$ cat src/rtl/matrix_print_streamer.sv
// rtl/matrix_print_streamer.sv - streams an m x n storage matrix as unsigned ASCII decimal text.
// One element per read: fetch, double-dabble to BCD, emit digits, then a space or CR/LF.
module matrix_print_streamer #(
  parameter int RD_LAT  = 2,
  parameter int MAX_DIM = 5
) (
  input  logic        clk,
  input  logic        rst,
  input  logic        i_start,
  input  logic [7:0]  i_base_addr,
  input  logic [2:0]  i_m,
  input  logic [2:0]  i_n,
  output logic        o_busy,
  output logic        o_done,
  output logic        o_err,
  output logic [7:0]  o_rd_addr,
  input  logic [31:0] i_rd_data,
  output logic [7:0]  o_tx_data,
  output logic        o_tx_valid,
  input  logic        i_tx_ready
);

  typedef enum logic [3:0] {
    S_IDLE,
    S_READ,
    S_WAIT,
    S_CONV,
    S_EMIT_DIG,
    S_EMIT_SEP,
    S_EMIT_CR,
    S_EMIT_LF,
    S_DONE
  } state_t;

  state_t      r_state;
  logic [2:0]  r_m;
  logic [2:0]  r_n;
  logic [2:0]  r_row;
  logic [2:0]  r_col;
  logic [7:0]  r_wait;
  logic [4:0]  r_iter;
  logic [31:0] r_bin;
  logic [39:0] r_bcd;
  logic [3:0]  r_dig_idx;
  logic        r_busy;
  logic        r_done;
  logic        r_err;
  logic [7:0]  r_rd_addr;
  logic [7:0]  r_tx_data;
  logic        r_tx_valid;

  logic        w_dims_ok;
  logic [39:0] w_bcd_adj;
  logic [39:0] w_bcd_next;
  logic [3:0]  w_lead;
  logic [3:0]  w_lead_digit;
  logic [3:0]  w_dig_idx_m1;
  logic [3:0]  w_prev_digit;
  logic        w_last_col;
  logic        w_last_row;

  function automatic logic [3:0] digit_at(input logic [39:0] v, input logic [3:0] idx);
    digit_at = 4'd0;
    for (int i = 0; i < 10; i++) begin
      if (idx == 4'(i)) digit_at = v[4*i +: 4];
    end
  endfunction

  assign w_dims_ok = (i_m != 3'd0) && (i_n != 3'd0) &&
                     (int'(i_m) <= MAX_DIM) && (int'(i_n) <= MAX_DIM);

  // One double-dabble step: add 3 to every digit >= 5, then shift in the next binary bit.
  always_comb begin
    w_bcd_adj = r_bcd;
    for (int i = 0; i < 10; i++) begin
      if (r_bcd[4*i +: 4] >= 4'd5) w_bcd_adj[4*i +: 4] = r_bcd[4*i +: 4] + 4'd3;
    end
    w_bcd_next = {w_bcd_adj[38:0], r_bin[31]};
  end

  // Most significant non-zero digit; index 0 when the value is zero so a single "0" is sent.
  always_comb begin
    w_lead = 4'd0;
    for (int i = 0; i < 10; i++) begin
      if (w_bcd_next[4*i +: 4] != 4'd0) w_lead = 4'(i);
    end
  end

  assign w_lead_digit = digit_at(w_bcd_next, w_lead);
  assign w_dig_idx_m1 = r_dig_idx - 4'd1;
  assign w_prev_digit = digit_at(r_bcd, w_dig_idx_m1);
  assign w_last_col   = (r_col == r_n - 3'd1);
  assign w_last_row   = (r_row + 3'd1 == r_m);

  always_ff @(posedge clk or posedge rst) begin
    if (rst) begin
      r_state    <= S_IDLE;
      r_m        <= 3'd0;
      r_n        <= 3'd0;
      r_row      <= 3'd0;
      r_col      <= 3'd0;
      r_wait     <= 8'd0;
      r_iter     <= 5'd0;
      r_bin      <= 32'd0;
      r_bcd      <= 40'd0;
      r_dig_idx  <= 4'd0;
      r_busy     <= 1'b0;
      r_done     <= 1'b0;
      r_err      <= 1'b0;
      r_rd_addr  <= 8'd0;
      r_tx_data  <= 8'd0;
      r_tx_valid <= 1'b0;
    end else begin
      case (r_state)
        S_IDLE: begin
          if (i_start) begin
            if (w_dims_ok) begin
              r_m       <= i_m;
              r_n       <= i_n;
              r_row     <= 3'd0;
              r_col     <= 3'd0;
              r_rd_addr <= i_base_addr;
              r_busy    <= 1'b1;
              r_state   <= S_READ;
            end else begin
              r_done  <= 1'b1;
              r_err   <= 1'b1;
              r_state <= S_DONE;
            end
          end
        end
        // The address was registered on entry so the storage sees it during this cycle.
        S_READ: begin
          r_wait  <= 8'd0;
          r_state <= S_WAIT;
        end
        S_WAIT: begin
          if (r_wait == 8'(RD_LAT - 1)) begin
            r_bin   <= i_rd_data;
            r_bcd   <= 40'd0;
            r_iter  <= 5'd0;
            r_state <= S_CONV;
          end else begin
            r_wait <= r_wait + 8'd1;
          end
        end
        S_CONV: begin
          r_bcd <= w_bcd_next;
          r_bin <= {r_bin[30:0], 1'b0};
          if (r_iter == 5'd31) begin
            r_dig_idx  <= w_lead;
            r_tx_data  <= {4'h3, w_lead_digit};
            r_tx_valid <= 1'b1;
            r_state    <= S_EMIT_DIG;
          end else begin
            r_iter <= r_iter + 5'd1;
          end
        end
        S_EMIT_DIG: begin
          if (i_tx_ready) begin
            if (r_dig_idx != 4'd0) begin
              r_dig_idx <= w_dig_idx_m1;
              r_tx_data <= {4'h3, w_prev_digit};
            end else if (!w_last_col) begin
              r_tx_data <= 8'h20;
              r_state   <= S_EMIT_SEP;
            end else begin
              r_tx_data <= 8'h0D;
              r_state   <= S_EMIT_CR;
            end
          end
        end
        // Elements are row-major and contiguous, so base + row*n + col is the previous address + 1.
        S_EMIT_SEP: begin
          if (i_tx_ready) begin
            r_tx_valid <= 1'b0;
            r_col      <= r_col + 3'd1;
            r_rd_addr  <= r_rd_addr + 8'd1;
            r_state    <= S_READ;
          end
        end
        S_EMIT_CR: begin
          if (i_tx_ready) begin
            r_tx_data <= 8'h0A;
            r_state   <= S_EMIT_LF;
          end
        end
        S_EMIT_LF: begin
          if (i_tx_ready) begin
            r_tx_valid <= 1'b0;
            r_col      <= 3'd0;
            r_row      <= r_row + 3'd1;
            if (w_last_row) begin
              r_busy  <= 1'b0;
              r_done  <= 1'b1;
              r_state <= S_DONE;
            end else begin
              r_rd_addr <= r_rd_addr + 8'd1;
              r_state   <= S_READ;
            end
          end
        end
        S_DONE: begin
          r_done  <= 1'b0;
          r_err   <= 1'b0;
          r_state <= S_IDLE;
        end
        default: r_state <= S_IDLE;
      endcase
    end
  end

  assign o_busy     = r_busy;
  assign o_done     = r_done;
  assign o_err      = r_err;
  assign o_rd_addr  = r_rd_addr;
  assign o_tx_data  = r_tx_data;
  assign o_tx_valid = r_tx_valid;

endmodule

$ cat config.mk
export PLATFORM = sky130hd
export DESIGN_NAME = matrix_print_streamer
export DESIGN_NICKNAME = d
export VERILOG_FILES = /design/src/rtl/matrix_print_streamer.sv
export SDC_FILE = /design/constraint.sdc
export NUM_CORES = 1
export LEC_CHECK = 0
export ABC_AREA = 1
export CAP_MARGIN = 20
export CORE_MARGIN = 5
export CORE_UTILIZATION = 58
export DETAILED_ROUTE_END_ITERATION = 12
export PLACE_DENSITY = 0.78
export SETUP_SLACK_MARGIN = 0.4
export SLEW_MARGIN = 40
export SYNTH_ARGS = -nofsm -noshare
export SYNTH_HDL_FRONTEND = slang
export SYNTH_SLANG_ARGS = --single-unit
$ cat constraint.sdc
create_clock -name clk -period 4.86 [get_ports clk]
set_clock_uncertainty 0.15 [all_clocks]
set_input_delay 0.486 -clock clk [delete_from_list [all_inputs] [get_ports clk]]
set_output_delay 0.486 -clock clk [all_outputs]
set_load 0.05 [all_outputs]
==> summary by stage, run 1 <==
GRT
Entering global routing, the biggest net connects 69 pins. The overflow left after global routing is 0. The total track usage is 25.2%. The first-pass GRT wire length is 32.7 mm. The initial antenna violation count came to 0. The via count of the first global-routing pass is 6997.

Clocking
Post-CTS timing repair inserted 0 buffers for setup. The post-CTS clock slew at the launch and capture registers of the worst setup and hold paths is 0.06 ns. After clock tree synthesis, the flow added hold-fix buffers numbering 0. The H-tree depth reported by CTS is 4.

The number of buffers added by the clock tree synthesis step is 17. The root buffer cell chosen for the clock tree is sky130_fd_sc_hd__clkbuf_16. The TritonCTS clock tree is done. Clock tree synthesis found a total of 123 sinks. Gates resized during post-CTS repair numbered 0. The largest buffer count on any clock path is 2. For the worst-skew pair, the clock arrives at the later sink with an insertion delay of 0.43 ns.

Yosys
The number of warnings issued by yosys is 0. Yosys attributes the largest share of cell area to sky130_fd_sc_hd__dfrtp_1 (40%), sky130_fd_sc_hd__nand2_1 (8.7%), sky130_fd_sc_hd__nor2_1 (6.6%), sky130_fd_sc_hd__inv_1 (6.3%), sky130_fd_sc_hd__o22ai_1 (5.6%). The average size of a mapped cell is 7.61 um2.

In the synthesized netlist the dominant register cell turns out to be sky130_fd_sc_hd__dfrtp_1. Synthesis produced a netlist whose cell count is 1012. The share of synthesized area in the top cell type comes to 40.0%. The netlist area before placement is 7700 um2.

The share of synthesized flip-flops with an asynchronous set or reset is 100%. Counting flops and latches in the post-synthesis netlist gives 123. The share of synthesized area occupied by flip-flops and latches is 40.0%. In this run, synthesis inferred 0 flip-flops with an integrated enable. The biggest area contributor in the post-synthesis netlist is sky130_fd_sc_hd__dfrtp_1. Counting distinct cell types in the post-synthesis netlist gives 53.

Route
The final route contains 7169 vias. The number of violations reported at the end of detailed-routing iteration 0 is 619. The detail route stage leaves a number of antenna-violating nets equal to 0.

The total wirelength of the detailed-routed design is 19.2 mm. After detailed routing, the average wire length per cell comes to 15.1 um. The number of detailed-route iterations in the first pass is 5.

The residual DRC count is 0. In the routed layout, each cell is associated on average with a via count of 5.65.

Die
The total die area is 15700 um2. Row generation in the floorplan step produced 42 rows. The total area inside the core boundary comes to 13100 um2. Pin placement for this block handled 70 I/O pins.

The die height is 125 um. The die is 125 um wide. The initial cell density of the core is 58.6%.

Layout
The signed area change from the synthesized netlist to the final layout is 19.0%. The number of nets in the layout is 1164. 0 antenna diodes ended up in the layout.

The fraction of final layout cells sized beyond drive strength 1 is 10.4%. Cells fill 69.7% of the core in the end.

Setup path
The maximum fanout along the worst path is 11. By instance count, the cell type seen most on the critical path is sky130_fd_sc_hd__nand4_1. Walking the worst path, the cells encountered are inv_1, ha_1, inv_1, nand2_1, nand3_2, xor2_1, nand4_1, nor3_2, nand2_2, nand2_2, inv_2, nor3_1, nand3_1, nand4_1, nor2_1, nand4_1, nand2_1, a21oi_2. The data arrival time of the critical path is 3.42 ns. The critical setup path kind is reg2reg. The critical path buffer and inverter count is 3. In this design, the stage delay of the slowest critical-path cell is 0.37 ns.

Among cell families on the critical path, the largest total delay comes from simple AND/OR/NAND/NOR gates. STA classifies the critical path startpoint as a register. The cell with the largest stage delay on the worst path is sky130_fd_sc_hd__dfrtp_1.

The required time at the worst-slack endpoint is 5.07 ns. The capturing element type of the critical path is a register.

STA
The slew at the pin closest to its max-slew limit is 0.711 ns. The setup TNS after final layout is 0 ns. The final clock period utilization by the worst path is 66.1%. The count of endpoints failing hold in the final timing report is 0.

The setup-violating endpoint count in the final report is 0. The clock period could shrink to 3.21 ns. In the post-route analysis, the smallest setup slack over all paths is 1.65 ns.

Setup repair after global routing left no endpoint under its margin. The fmax is 311 MHz. The worst pin sits at a relative slew slack of 52.3%. The max-slew violation count is 0.

Place
OpenSTA, run right after detailed placement, puts the worst setup slack at 1.69 ns. The post-DP HPWL is 13.9 mm. The final weighted congestion in routability-driven placement is 0.937. The count of buffers added on input and output ports is 67.

Pwr
Summing internal, switching and leakage power gives 0.00465 W. IR analysis of the VDD net gives a maximum drop of 365 uV. The ratio of total power to cell area is 508 nW/um2. Summed over all cells, the static leakage comes to 4.24 nW.

Run status
The flow ran to the end, and the final reports show no timing, DRC or antenna violations.

Run
The reported max-cap violation count is 0.

Hold path
The classification of the worst-slack hold path is reg2reg.
-- through the flow --
step	cells	instance area (um2)	hold slack [ns]
detailed placement	1239	8540	0.320
floorplan	1013	7700	0.295
CTS	1269	9150	0.339
finish	1269	9160	0.337
global placement	1239	8540	0.316
global route	1269	9160	0.379
-- cell type report --
cell class	instances	area (um2)
fill	1082	3980
multi-input combinational	712	3940
sequential	123	3080
timing repair buffer	73	716
inverter	155	587
clock buffer	19	443
tap	176	220
clock inverter	11	171
-- placed cells by master, fill, tap and decap left out, types with 5 or more instances in the layout --
master | Yosys | routed
sky130_fd_sc_hd__buf_4 | 3 | 6
sky130_fd_sc_hd__inv_1 | 129 | 128
sky130_fd_sc_hd__inv_2 | 26 | 26
sky130_fd_sc_hd__nand4_1 | 24 | 24
sky130_fd_sc_hd__a22oi_1 | 5 | 5
sky130_fd_sc_hd__nand3_1 | 39 | 39
sky130_fd_sc_hd__nor3_1 | 12 | 12
sky130_fd_sc_hd__clkdlybuf4s50_1 | 0 | 67
sky130_fd_sc_hd__o22ai_1 | 69 | 69
sky130_fd_sc_hd__o21ai_0 | 71 | 71
sky130_fd_sc_hd__a21oi_2 | 6 | 6
sky130_fd_sc_hd__o211ai_1 | 10 | 10
sky130_fd_sc_hd__nand2_2 | 11 | 12
sky130_fd_sc_hd__nand2_1 | 178 | 177
sky130_fd_sc_hd__o21ai_1 | 11 | 11
sky130_fd_sc_hd__ha_1 | 32 | 32
sky130_fd_sc_hd__dfrtp_1 | 123 | 123
sky130_fd_sc_hd__nor2_1 | 136 | 136
sky130_fd_sc_hd__a21oi_1 | 31 | 31
sky130_fd_sc_hd__clkbuf_16 | 0 | 17
sky130_fd_sc_hd__xor2_1 | 13 | 13
-- kinds of logic (layout without fill, tap and decap cells) --
group | Yosys count | after routing | share of synthesized area (%)
compound gates | 223 | 223 | 17.4
xor+xnor | 19 | 19 | 2.36
fa+ha+maj | 32 | 32 | 5.20
buf+inv | 178 | 258 | 8.94
flops | 123 | 123 | 40.0
mux | 3 | 3 | 0.439
other cells | 1 | 2 | 0.0487
simple gates | 433 | 433 | 25.6
-- power breakdown --
part | total [W] | internal [W] | switching [W]
sequential | 0.00151 | 0.00131 | 0.000203
combinational | 0.00181 | 0.000614 | 0.00119
clock | 0.00133 | 0.000864 | 0.000465
total | 0.00465 | 0.00279 | 0.00186
-- tightest hold or removal path: cells and delay by family, from the launching register on --
kind | cells | cell delay, ns
flops | 1 | 0.35
simple gates | 2 | 0.11
-- flip-flops by register name, summed over array words and instances, names as in the netlist --
register and cells:
o_tx_valid 1, o_done 1, r_bin 32, r_m 3, o_busy 1, r_col 3, r_iter 5, r_dig_idx 4
r_wait 8, r_row 3, r_state 4, o_tx_data 6, o_err 1, r_bcd 40, r_n 3, o_rd_addr 8
-- path summary, 6_finish.rpt --
path,slack (ns),from,end,depth (start not counted)
worst max-delay path,1.65,r_bcd[29],o_tx_data[3],18
min in group asynchronous,0.37,rst,r_bin[16],2
max in group asynchronous,3.32,rst,r_bcd[31],3
worst max register to register,1.65,r_bcd[29],o_tx_data[3],18
worst min-delay path,0.34,r_row[1],r_row[1],2
worst min register to register,0.34,r_row[1],r_row[1],2
-- Yosys cell counts, drive strengths merged (4+ instances only) --
cell type	count
nand3	44
or2	4
o22ai	69
dfrtp	123
inv	155
o211ai	11
and2	4
a21oi	37
a22oi	5
nand4	24
ha	32
buf	5
nor2	143
xor2	15
o21ai	85
nand2	192
xnor2	4
nor3	17
clkbuf	18
-- per-layer routing --
| metal | global-route usage (%) | routed length (um) |
|---|---|---|
| met2 | 42.6 | 9430 |
| met1 | 31.7 | 8120 |
| met3 | 6.57 | 1180 |
| met4 | 8.16 | 461 |
| met5 | 0 | 0 |
Note: power is estimated with default switching activity, not from simulation.
==> inputs of run 2 (changes only) <==
- clock period: 4.86 -> 3.3 ns (I/O delays scaled with it)
==> run 2 against run 1 <==
Non-clock buffer count rose by 68. Critical path depth rose by 6. Worst hold slack got worse by 0.14 ns. Sequential power rose by 48%. Worst setup slack got worse by 1.5 ns. Cell count rose by 5.5%. Die area did not move. Core utilization rose by 7.0 points. Highest routed layer unchanged. Wire length rose by 17%. Via count rose by 11%. Design area rose by 10%.
==> summary by stage, run 2 (synthesized netlist as in run 1, its figures left out) <==
Run status
The run finished with clean final reports.

Die
The width of the die came to 125 um (unchanged). The initial cell density of the core came to 58.6% (unchanged). The area of the core came to 13100 um2 (unchanged). The total die area is 15700 um2 (unchanged). The die height is 125 um (unchanged).

The number of placement rows is 42 (unchanged). The number of top-level pins is 70 (unchanged).

Clocking
The clock root buffer master is sky130_fd_sc_hd__clkbuf_16. The sink count of the clock tree is 123 (unchanged). The largest buffer count on any clock path was 2 (unchanged). TritonCTS built the clock tree. The post-CTS clock slew at the launch and capture registers of the worst setup and hold paths is 0.06 ns (about the same).

The clock latency on the worst-skew pair is 0.43 ns (about the same). The number of buffers added by the clock tree synthesis step is 17 (unchanged). The H-tree depth reported by CTS is 4 (unchanged). The count of hold-fix buffers inserted at cts was 0 (unchanged).

STA
Setup repair after global routing could not meet its margin everywhere. The slew at the pin closest to its max-slew limit is 0.663 ns (-0.0479 ns). The remaining max-slew budget at the tightest pin was 55.7% (+3.4 points). The setup-violating endpoint count in the final report is 0 (unchanged). The max-slew violation count is 0 (unchanged).

The fmax is 314 MHz (+0.77%). The minimum setup slack in the final design is 0.113 ns (-1.54 ns). The count of endpoints failing hold in the final timing report is 0 (unchanged). The setup TNS after final layout is 0 ns (unchanged). The time the worst path needs with I/O delays and setup is 3.19 ns (-0.0246 ns). The final clock period utilization by the worst path is 96.6% (+30 points).

GRT
The overflow left after global routing is 0 (unchanged). The first-pass GRT wire length came to 35.5 mm (+8.3%). The via count of the first global-routing pass is 7452 (+6.5%).

The maximum number of pins on one net before global-route repair is 55 (-20%). The initial antenna violation count came to 0 (unchanged). The total track usage is 27.4% (+2.2 points).

Pwr
The cell-internal power was 0.00410 W (+47%). The ratio of total power to cell area is 693 nW/um2 (+36%). The switching power as a share of total power came to 41.2% (+1.2 points). The switching power total came to 0.00287 W (+54%). The total power after layout is 0.00698 W (+50%). The share of total power in the clock network is 26.9% (-1.7 points). The proportion of power drawn by combinational gates is 41.1% (+2.2 points). The leakage power figure is 4.68 nW (+10%).

The part of the power in registers was 32.0% (-0.5 points). The worst supply voltage drop on vdd is 616 uV (+68%).

Layout
The final cell utilization of the core is 76.7% (+7.0 points). The total of fill cells in the finished design was 921 (-15%). The flip-flop count of the largest register, all copies and words added is 40 (unchanged). The library cells used most frequently in the layout, excluding fill and tap cells, are sky130_fd_sc_hd__nand2_1 (161), sky130_fd_sc_hd__nor2_1 (128), sky130_fd_sc_hd__dfrtp_1 (122). Relative to the synthesized area, the layout overhead comes to 30.9%.

The register area is 3080 um2 (about the same). The number of nets in the layout came to 1232 (+5.8%). r_bcd holds more flip-flops than any other register. The count of antenna diodes in the layout was 0 (unchanged). The fraction of final layout cells sized beyond drive strength 1 was 21.4% (+11 points). Leaving out fill and tap cells, the most frequent cell in the layout is sky130_fd_sc_hd__nand2_1.

In the final layout, the registers with the most flip-flops are r_bcd (40), r_bin (32). The area used by multi-input combinational logic is 4270 um2 (+8.2%). The area of all placed cells without fillers came to 10100 um2 (+10%).

Route
The number of detailed-route iterations in the first pass came to 9 (+4). The routed length per placed instance came to 16.7 um (+11%). The vias per cell is 5.94 (+5.1%).

The total wirelength of the detailed-routed design is 22.4 mm (+17%). The residual DRC count is 0 (unchanged). The total via count in the routed design is 7954 (+11%). The number of violations reported at the end of detailed-routing iteration 0 came to 843 (+36%). The residual antenna-violating net count after detailed routing came to 0 (unchanged).

Hold path
In this run the worst hold path is classified as in2async.

Setup path
The critical setup path kind is reg2reg. Among all stages on the critical path, the largest delay is contributed by sky130_fd_sc_hd__dfrtp_2. The largest stage delay on the critical path is 0.44 ns (+0.07 ns). The capturing element type of the critical path is a register.

The maximum fanout along the worst path was 6 (-5). The required time at the worst-slack endpoint is 3.47 ns (-1.60 ns). The data arrival time of the critical path is 3.36 ns (-0.06 ns). The kind of start point of the critical path is a register.

Traced cell by cell, the critical path runs through inv_2, ha_2, inv_1, nand2_2, inv_2, nor2_2, nand2_2, nand2_2, nand2_1, nor2_2, nand2_1, nand2_1, nand2_2, nand2_2, nand2_4, buf_6, a21oi_4, nor2_1, nand3b_1, nand4_1, nor2_1, nand4_1, nand2_1, a21oi_2. The most frequent cell on the critical path is sky130_fd_sc_hd__nand2_2.

Place
The final weighted congestion in routability-driven placement is 0.941 (+0.45%). The number of buffer cells added on primary ports is 67 (unchanged). The post-DP HPWL came to 14.3 mm (+2.8%). The worst slack after detailed placement is 0.0524 ns (-1.64 ns). The instance area after placement is 8670 um2 (+1.6%).

Run
The reported max-cap violation count is 0 (unchanged).
run 2: cell type report:
| cell class | count | area share (%) |
|---|---|---|
| inverter | 155 | 5.92 |
| clock buffer | 19 | 4.50 |
| sequential | 123 | 30.6 |
| multi-input combinational | 712 | 42.3 |
| timing repair buffer | 141 | 13.1 |
| tap | 176 | 2.19 |
| clock inverter | 13 | 1.42 |
run 2: layer usage:
metal  global-route usage [%]  part of all wire, %  vias up
li1                         -                    -     3658
met1                     34.3                   39     3734
met2                     45.8                   48      431
met3                     6.23                  8.3      131
met4                     11.5                  4.7        0
met5                        0                    0        -
run 2: worst paths after layout:
kind	start	to	slack, ns	cells after the start
max	r_bcd[12]	o_tx_data[2]	0.11	24
min	rst	r_bcd[11]	0.20	2
max reg2reg	r_bcd[12]	o_tx_data[2]	0.11	24
min reg2reg	r_wait[2]	r_wait[2]	0.34	1
max in group asynchronous	rst	r_bcd[12]	2.14	3
min in group clk	r_wait[2]	r_wait[2]	0.34	1
run 2: power by group through the flow:
stage / logic [W] / clock network, W / registers [W]
3_5_place_dp: 0.00268 / 0 / 0.00224
3_3_place_gp: 0.00262 / 0 / 0.00224
4_1_cts: 0.00277 / 0.00189 / 0.00223
5_1_grt: 0.00316 / 0.00197 / 0.00229
2_1_floorplan: 0.00157 / 0 / 0.00254
6_report: 0.00287 / 0.00187 / 0.00224
run 2: worst max-delay path, delay by kind of cell (launching register included):
kind | cells | cell delay [ns]
AND/OR/NAND/NOR | 17 | 1.72
buffers and inverters | 4 | 0.31
flip-flops | 1 | 0.44
AO/OA/AOI/OAI | 2 | 0.28
adder cells (fa/ha/maj) | 1 | 0.18
run 2: repair_timing:
| item | in CTS | in global routing |
|---|---|---|
| buffers inserted | 40 | 17 |
| gates resized for setup | 51 | 43 |
| pin swaps | 36 | 34 |
| endpoints found under the setup margin | 4 | 6 |
run 2: stage by stage:
step / hold WS [ns] / std cells
after floorplan: 0.266 / 1013
after global placement: 0.322 / 1250
after detailed placement: 0.325 / 1250
after CTS: 0.215 / 1322
after global routing: 0.256 / 1339
final: 0.199 / 1339
==> inputs of run 3 (changes only) <==
- CTS_BUF_LIST: not set -> sky130_fd_sc_hd__clkbuf_8
- GPL_TIMING_DRIVEN: not set -> 0
- REMOVE_ABC_BUFFERS: not set -> 1
==> run 3 against run 2 <==
First-iteration DRC count is 8.3% lower. Cell count down 0.30%. Die area unchanged. Via count down 1.6%. Design area up 0.42%. Non-clock buffer count is 4 lower. Critical path type unchanged. Largest power group unchanged. Worst hold slack lost 0.065 ns. Largest cell class unchanged. Clock power shrank 25%. Global-route usage is 2.3 points lower.
==> summary by stage, run 3 (synthesized netlist as in run 1, its figures left out) <==
GRT
The overflow left after global routing was 0 (unchanged). The initial antenna violation count is 0 (unchanged). The maximum number of pins on one net before global-route repair is 73 (+33%).

The first-pass GRT wire length is 32.4 mm (-8.5%). The via count of the first global-routing pass is 6911 (-7.3%). The total track usage is 25.1% (-2.3 points).

STA
The time the worst path needs with I/O delays and setup is 3.14 ns (-0.0444 ns). The slew at the pin closest to its max-slew limit came to 0.528 ns (-0.135 ns). The setup-violating endpoint count in the final report came to 0 (unchanged). The fmax was 318 MHz (+1.4%).

Setup repair after global routing could not meet its margin everywhere. The count of endpoints failing hold in the final timing report is 0 (unchanged). The post-route worst hold slack is 0.133 ns (-0.0653 ns). The setup TNS after final layout came to 0 ns (unchanged). The max-slew violation count was 0 (unchanged). The remaining max-slew budget at the tightest pin came to 64.7% (+9.0 points). The final clock period utilization by the worst path is 95.2% (-1.3 points).

Setup path
The kind of cell with the highest combined delay along the critical path is simple AND/OR/NAND/NOR gates. STA classifies the critical path startpoint as a register. The worst setup path is of the reg2reg kind. The largest stage delay on the critical path is 0.42 ns (-0.02 ns). The data arrival time of the critical path is 3.35 ns (about the same). The required time at the worst-slack endpoint is 3.51 ns (+0.04 ns). The critical path goes through buf_6, ha_2, nand2_1, nand3_4, xor2_2, nand4_1, nor3_4, nand2_4, nand2_8, inv_8, nand2_4, nor3_4, nand2_1, o2111ai_1, a21oi_1, nand4_1, nand2_1, nand2_1. The critical path buffer and inverter count came to 2 (-2). The most numerous cell type found on the critical path is sky130_fd_sc_hd__nand2_1. The cell with the largest stage delay on the worst path is sky130_fd_sc_hd__dfrtp_1. STA classifies the critical path endpoint as a register. The maximum fanout along the worst path is 6 (unchanged).

Run
The reported max-cap violation count is 0 (unchanged).

Clocking
The sink count of the clock tree came to 123 (unchanged). The clock latency on the worst-skew pair was 0.46 ns (+0.03 ns). The H-tree depth reported by CTS is 4 (unchanged). The count of hold-fix buffers inserted at cts came to 0 (unchanged). The post-CTS clock slew at the launch and capture registers of the worst setup and hold paths is 0.08 ns (+0.02 ns). The largest buffer count on any clock path was 2 (unchanged).

The tree is rooted in a sky130_fd_sc_hd__clkbuf_8. The number of buffers added by the clock tree synthesis step was 17 (unchanged). TritonCTS built the clock tree.

Pwr
The leakage power figure is 4.68 nW (-0.11%). The ratio of total power to cell area was 660 nW/um2 (-4.8%). The worst supply voltage drop on vdd is 559 uV (-9.1%).

The total power after layout is 0.00667 W (-4.4%).

Layout
Leaving out fill and tap cells, the most frequent cells in the layout are sky130_fd_sc_hd__nand2_1 (147), sky130_fd_sc_hd__dfrtp_1 (122), sky130_fd_sc_hd__nor2_1 (120). In the final layout, the registers with the most flip-flops are r_bcd (40), r_bin (32). The register containing the most flip-flops in the final layout is r_bcd. The count of antenna diodes in the layout is 0 (unchanged).

The flip-flop count of the largest register, all copies and words added was 40 (unchanged). The area of all placed cells without fillers came to 10100 um2 (+0.42%). The fraction of final layout cells sized beyond drive strength 1 is 23.7% (+2.3 points).

The library cell used most frequently in the layout, excluding fill and tap cells, is sky130_fd_sc_hd__nand2_1. The final cell utilization of the core is 77.0% (+0.32 points). The number of nets in the layout is 1230 (-0.16%). The signed area change from the synthesized netlist to the final layout is 31.4%.

Hold path
The worst hold path belongs to the class in2async.

Route
The residual antenna-violating net count after detailed routing is 0 (unchanged). The vias per cell is 5.86 (-1.3%). The total wirelength of the detailed-routed design is 22.4 mm (-0.12%). The total via count in the routed design is 7826 (-1.6%).

The routed length per placed instance is 16.8 um (+0.17%). The number of detailed-route iterations in the first pass is 8 (-1). The number of violations reported at the end of detailed-routing iteration 0 was 773 (-8.3%).

The residual DRC count was 0 (unchanged).

Place
The post-DP HPWL is 13.2 mm (-7.6%). The final weighted congestion in routability-driven placement is 0.918 (-2.4%). The instance area after placement is 8560 um2 (-1.3%). The number of buffer cells added on primary ports was 67 (unchanged).

Die
The number of top-level pins is 70 (unchanged). The initial cell density of the core came to 58.6% (unchanged). The die height is 125 um (unchanged). The area of the core is 13100 um2 (unchanged). The width of the die is 125 um (unchanged).

The total die area is 15700 um2 (unchanged). The number of placement rows is 42 (unchanged).

Run status
The flow ran to the end, and the final reports show no timing, DRC or antenna violations.
-- run 3: cell count changes in the layout (fill, tap and decap cells not counted), sizes merged --
cell | previous run | this run
clkinv | 7 | 2
buf | 74 | 70
bufinv | 2 | 4
clkbuf | 19 | 17
inv | 155 | 157
nand2 | 192 | 194
clkinvlp | 4 | 5
-- run 3: area by class of cell --
cell class | count | area, um2
Inverter | 155 | 633
Multi-Input combinational cell | 714 | 4510
Sequential cell | 123 | 3080
Timing Repair Buffer | 137 | 1280
Fill cell | 926 | 3020
Clock inverter | 13 | 168
Tap cell | 176 | 220
Clock buffer | 17 | 234
-- run 3: where the power goes --
part / internal [W] / switching, W
Clock: 0.000743 / 0.000666
Combinational: 0.00106 / 0.00198
Sequential: 0.00193 / 0.000303
Total: 0.00373 / 0.00295
-- run 3: routing by layer --
layer / routed length (um) / GRT usage (%) / vias to the layer above
li1: - / - / 3637
met1: 8910 / 33.1 / 3708
met2: 10900 / 40.1 / 387
met3: 1780 / 6.65 / 94
met4: 807 / 8.99 / 0
met5: 0 / 0 / -
-- run 3: worst paths after layout --
| check | startpoint | to | slack (ns) | depth (start not counted) |
|---|---|---|---|---|
| worst min-delay path | rst | r_bin[6] | 0.13 | 2 |
| max in group asynchronous | rst | r_bcd[21] | 2.18 | 3 |
| min in group clk | i_rd_data[17] | r_bin[17] | 0.32 | 3 |
| worst min register to register | r_row[1] | r_row[1] | 0.34 | 2 |
| worst max register to register | r_bcd[28] | o_tx_data[1] | 0.16 | 18 |
| worst max-delay path | r_bcd[28] | o_tx_data[1] | 0.16 | 18 |
-- run 3: stage by stage --
step,worst slack (ns),instances
2_1_floorplan,-0.451,990
3_3_place_gp,-2.27,1233
3_5_place_dp,0.109,1235
4_1_cts,0.335,1296
5_1_grt,0.0481,1335
6_report,0.158,1335
-- run 3: timing repair --
action,4_1_cts,5_1_grt
gates cloned,1,1
setup buffers,30,38
gates resized for setup,55,104
pin swaps,19,66
setup endpoints to repair,56,30
==> patch, RTL diff (settings of run 1) <==
Reset style: synchronous (`rst`), changed in one clocked block.
--- a/src/rtl/matrix_print_streamer.sv
+++ b/src/rtl/matrix_print_streamer.sv
@@ -93,5 +93,5 @@
   assign w_last_row   = (r_row + 3'd1 == r_m);
 
-  always_ff @(posedge clk or posedge rst) begin
+  always_ff @(posedge clk) begin
     if (rst) begin
       r_state    <= S_IDLE;
Function: differs if rst is asserted again (counterexample within 4 cycles, from zero or initial values and one cycle with rst high); with rst held inactive, the same outputs for 10 cycles.
==> patch against run 1 <==
  * Routed wire length is 1.8% higher
  * Sequential share of layout area is 6.6 points lower
  * Worst setup slack worse by 0.036 ns
  * Global-route usage hardly changed
  * Design area is 0.53% lower
  * Sequential cell count stayed put
  * Cell count is 9.9% higher
  * Area after synthesis is 0.50% higher
  * Fmax is 1.1% lower
  * Count of clock-buffer cells in the layout is 1 higher
Power is not compared: it rests on default switching activity, and its combinational part moved more than twofold at a synthesized area within 25%.
==> patch: results <==
detailed_routing:
  drt_iter0_markers: 489
  drt_wl_total_um: 19520
  drt_pass1_iterations: 5
  via_per_inst: 5.419
global_routing:
  grt_pass1_vias: 7268
  met2_usage_pct: 44.40
  grt_max_degree: 78
  grt_pass1_wl_um: 33420
  antenna_found_initial: 0
  met3_usage_pct: 5.501
  use_met1_pct: 30.69
  grt_usage_pct: 25.20
cells_and_area:
  top_regs: "r_bcd: 40 flops, r_bin: 32 flops"
  antenna_cells: 0
  nets: 1287
  drive_above_1_share_pct: 9.031
synthesis:
  ys_types: 51
  seq_area_frac_synth_pct: 31.83
  synth-async-reset-ratio_pct: 0
  synthTopCellsByArea: "dfxtp_1 32%, nand2_1 13%, inv_1 7.5%"
  yosys_warnings: 0
  synth_commonest_cells: "269 x nand2_1, 154 x inv_1, 123 x dfxtp_1"
  synth-main-ff-cell: "dfxtp_1"
clock_network:
  cts-htree-levels: 4
  cts_buffers: 17
  clk_pin_slew_ns: 0.06
  cts_setup_buffers: 0
  cts-resized-gates: 0
  clk_latency_ns: 0.42
  cts-root-buf: "clkbuf_16"
  cts.path.max_buffers: 2
  ctsHoldBuffers: 0
placement:
  dp_hpwl_um: 13980
  io_buffers: 67
  gp_congestion: 0.9408
setup_path:
  rr_worst_depth: 11
  r2r-end: "r_bcd[22]$_SDFFE_PP0P_"
  worst-path-max-fanout: 22
  arrival_ns: 3.38
  reg2reg_slack_ns: 1.61
  cp-startpoint: "r_wait[1]$_SDFFE_PP0P_"
  critPathKind: "flip-flop to flip-flop"
sta:
  maxSlewHeadroom_pct: 47.69
worst_hold_path:
  worst_hold_path_type: "flip-flop to flip-flop"
  whs_path_depth: 2
  min_to: "r_bcd[19]$_SDFFE_PP0P_"
  min_from: "r_bcd[19]$_SDFFE_PP0P_"
run_status:
  outcome: "finished, final reports clean"
pwr:
  ir_worst_vdd_uv: 374.2
  p_leak_nw: 3.809
==> patch: through the flow <==
step	hold WS (ns)	setup WS, ns	instances	power [mW]	area (µm²)
2_1_floorplan	0.2834	2.312	1154	1.628	7740
3_3_place_gp	0.3017	1.704	1362	1.829	8483
6_report	0.3084	1.612	1394	3.137	9110
4_1_cts	0.3142	1.542	1394	3.152	9102
5_1_grt	0.3283	1.260	1394	3.282	9110
3_5_place_dp	0.3056	1.582	1362	1.835	8483
==> patch: layout make-up <==
class,instances,area [µm²]
Multi-Input combinational cell,827,4487
Fill cell,1154,4028
Sequential cell,123,2462
Timing Repair Buffer,71,699.4
Inverter,165,621.8
Clock buffer,20,456.7
Tap cell,176,220.2
Clock inverter,12,162.7
==> patch: logic make-up after synthesis <==
group                      after synthesis  synth area share [%]
and+or+nand+nor                        542                 32.04
AOI/OAI and AO/OA                      230                 17.65
buffers and inverters                  204                 10.45
DFF                                    123                 31.83
adders and majority gates               32                 5.175
xor gates and xnor gates                21                 2.814
other                                    1               0.04847
==> patch: critical path, stage by stage, from the launching register on <==
cell,delay (ns)
dfxtp_1,0.31
inv_1,0.08
ha_1,0.15
nand2_1,0.05
nor4_1,0.34
nand2_1,0.56
inv_1,0.57
nor2_4,0.04
inv_1,0.57
o22ai_1,0.14
inv_1,0.10
nor2_1,0.04
==> patch: where the power goes <==
part	total, mW	switching [mW]	internal [mW]
Clock	1.31	0.475	0.839
Combinational	0.665	0.435	0.229
Sequential	1.16	0.0695	1.09
==> patch: layer usage <==
layer  vias up  wire, µm
li1       3878         -
met1      3447      8540
met2       201      9705
met4         0       295
met5         -         0
met3        28       980
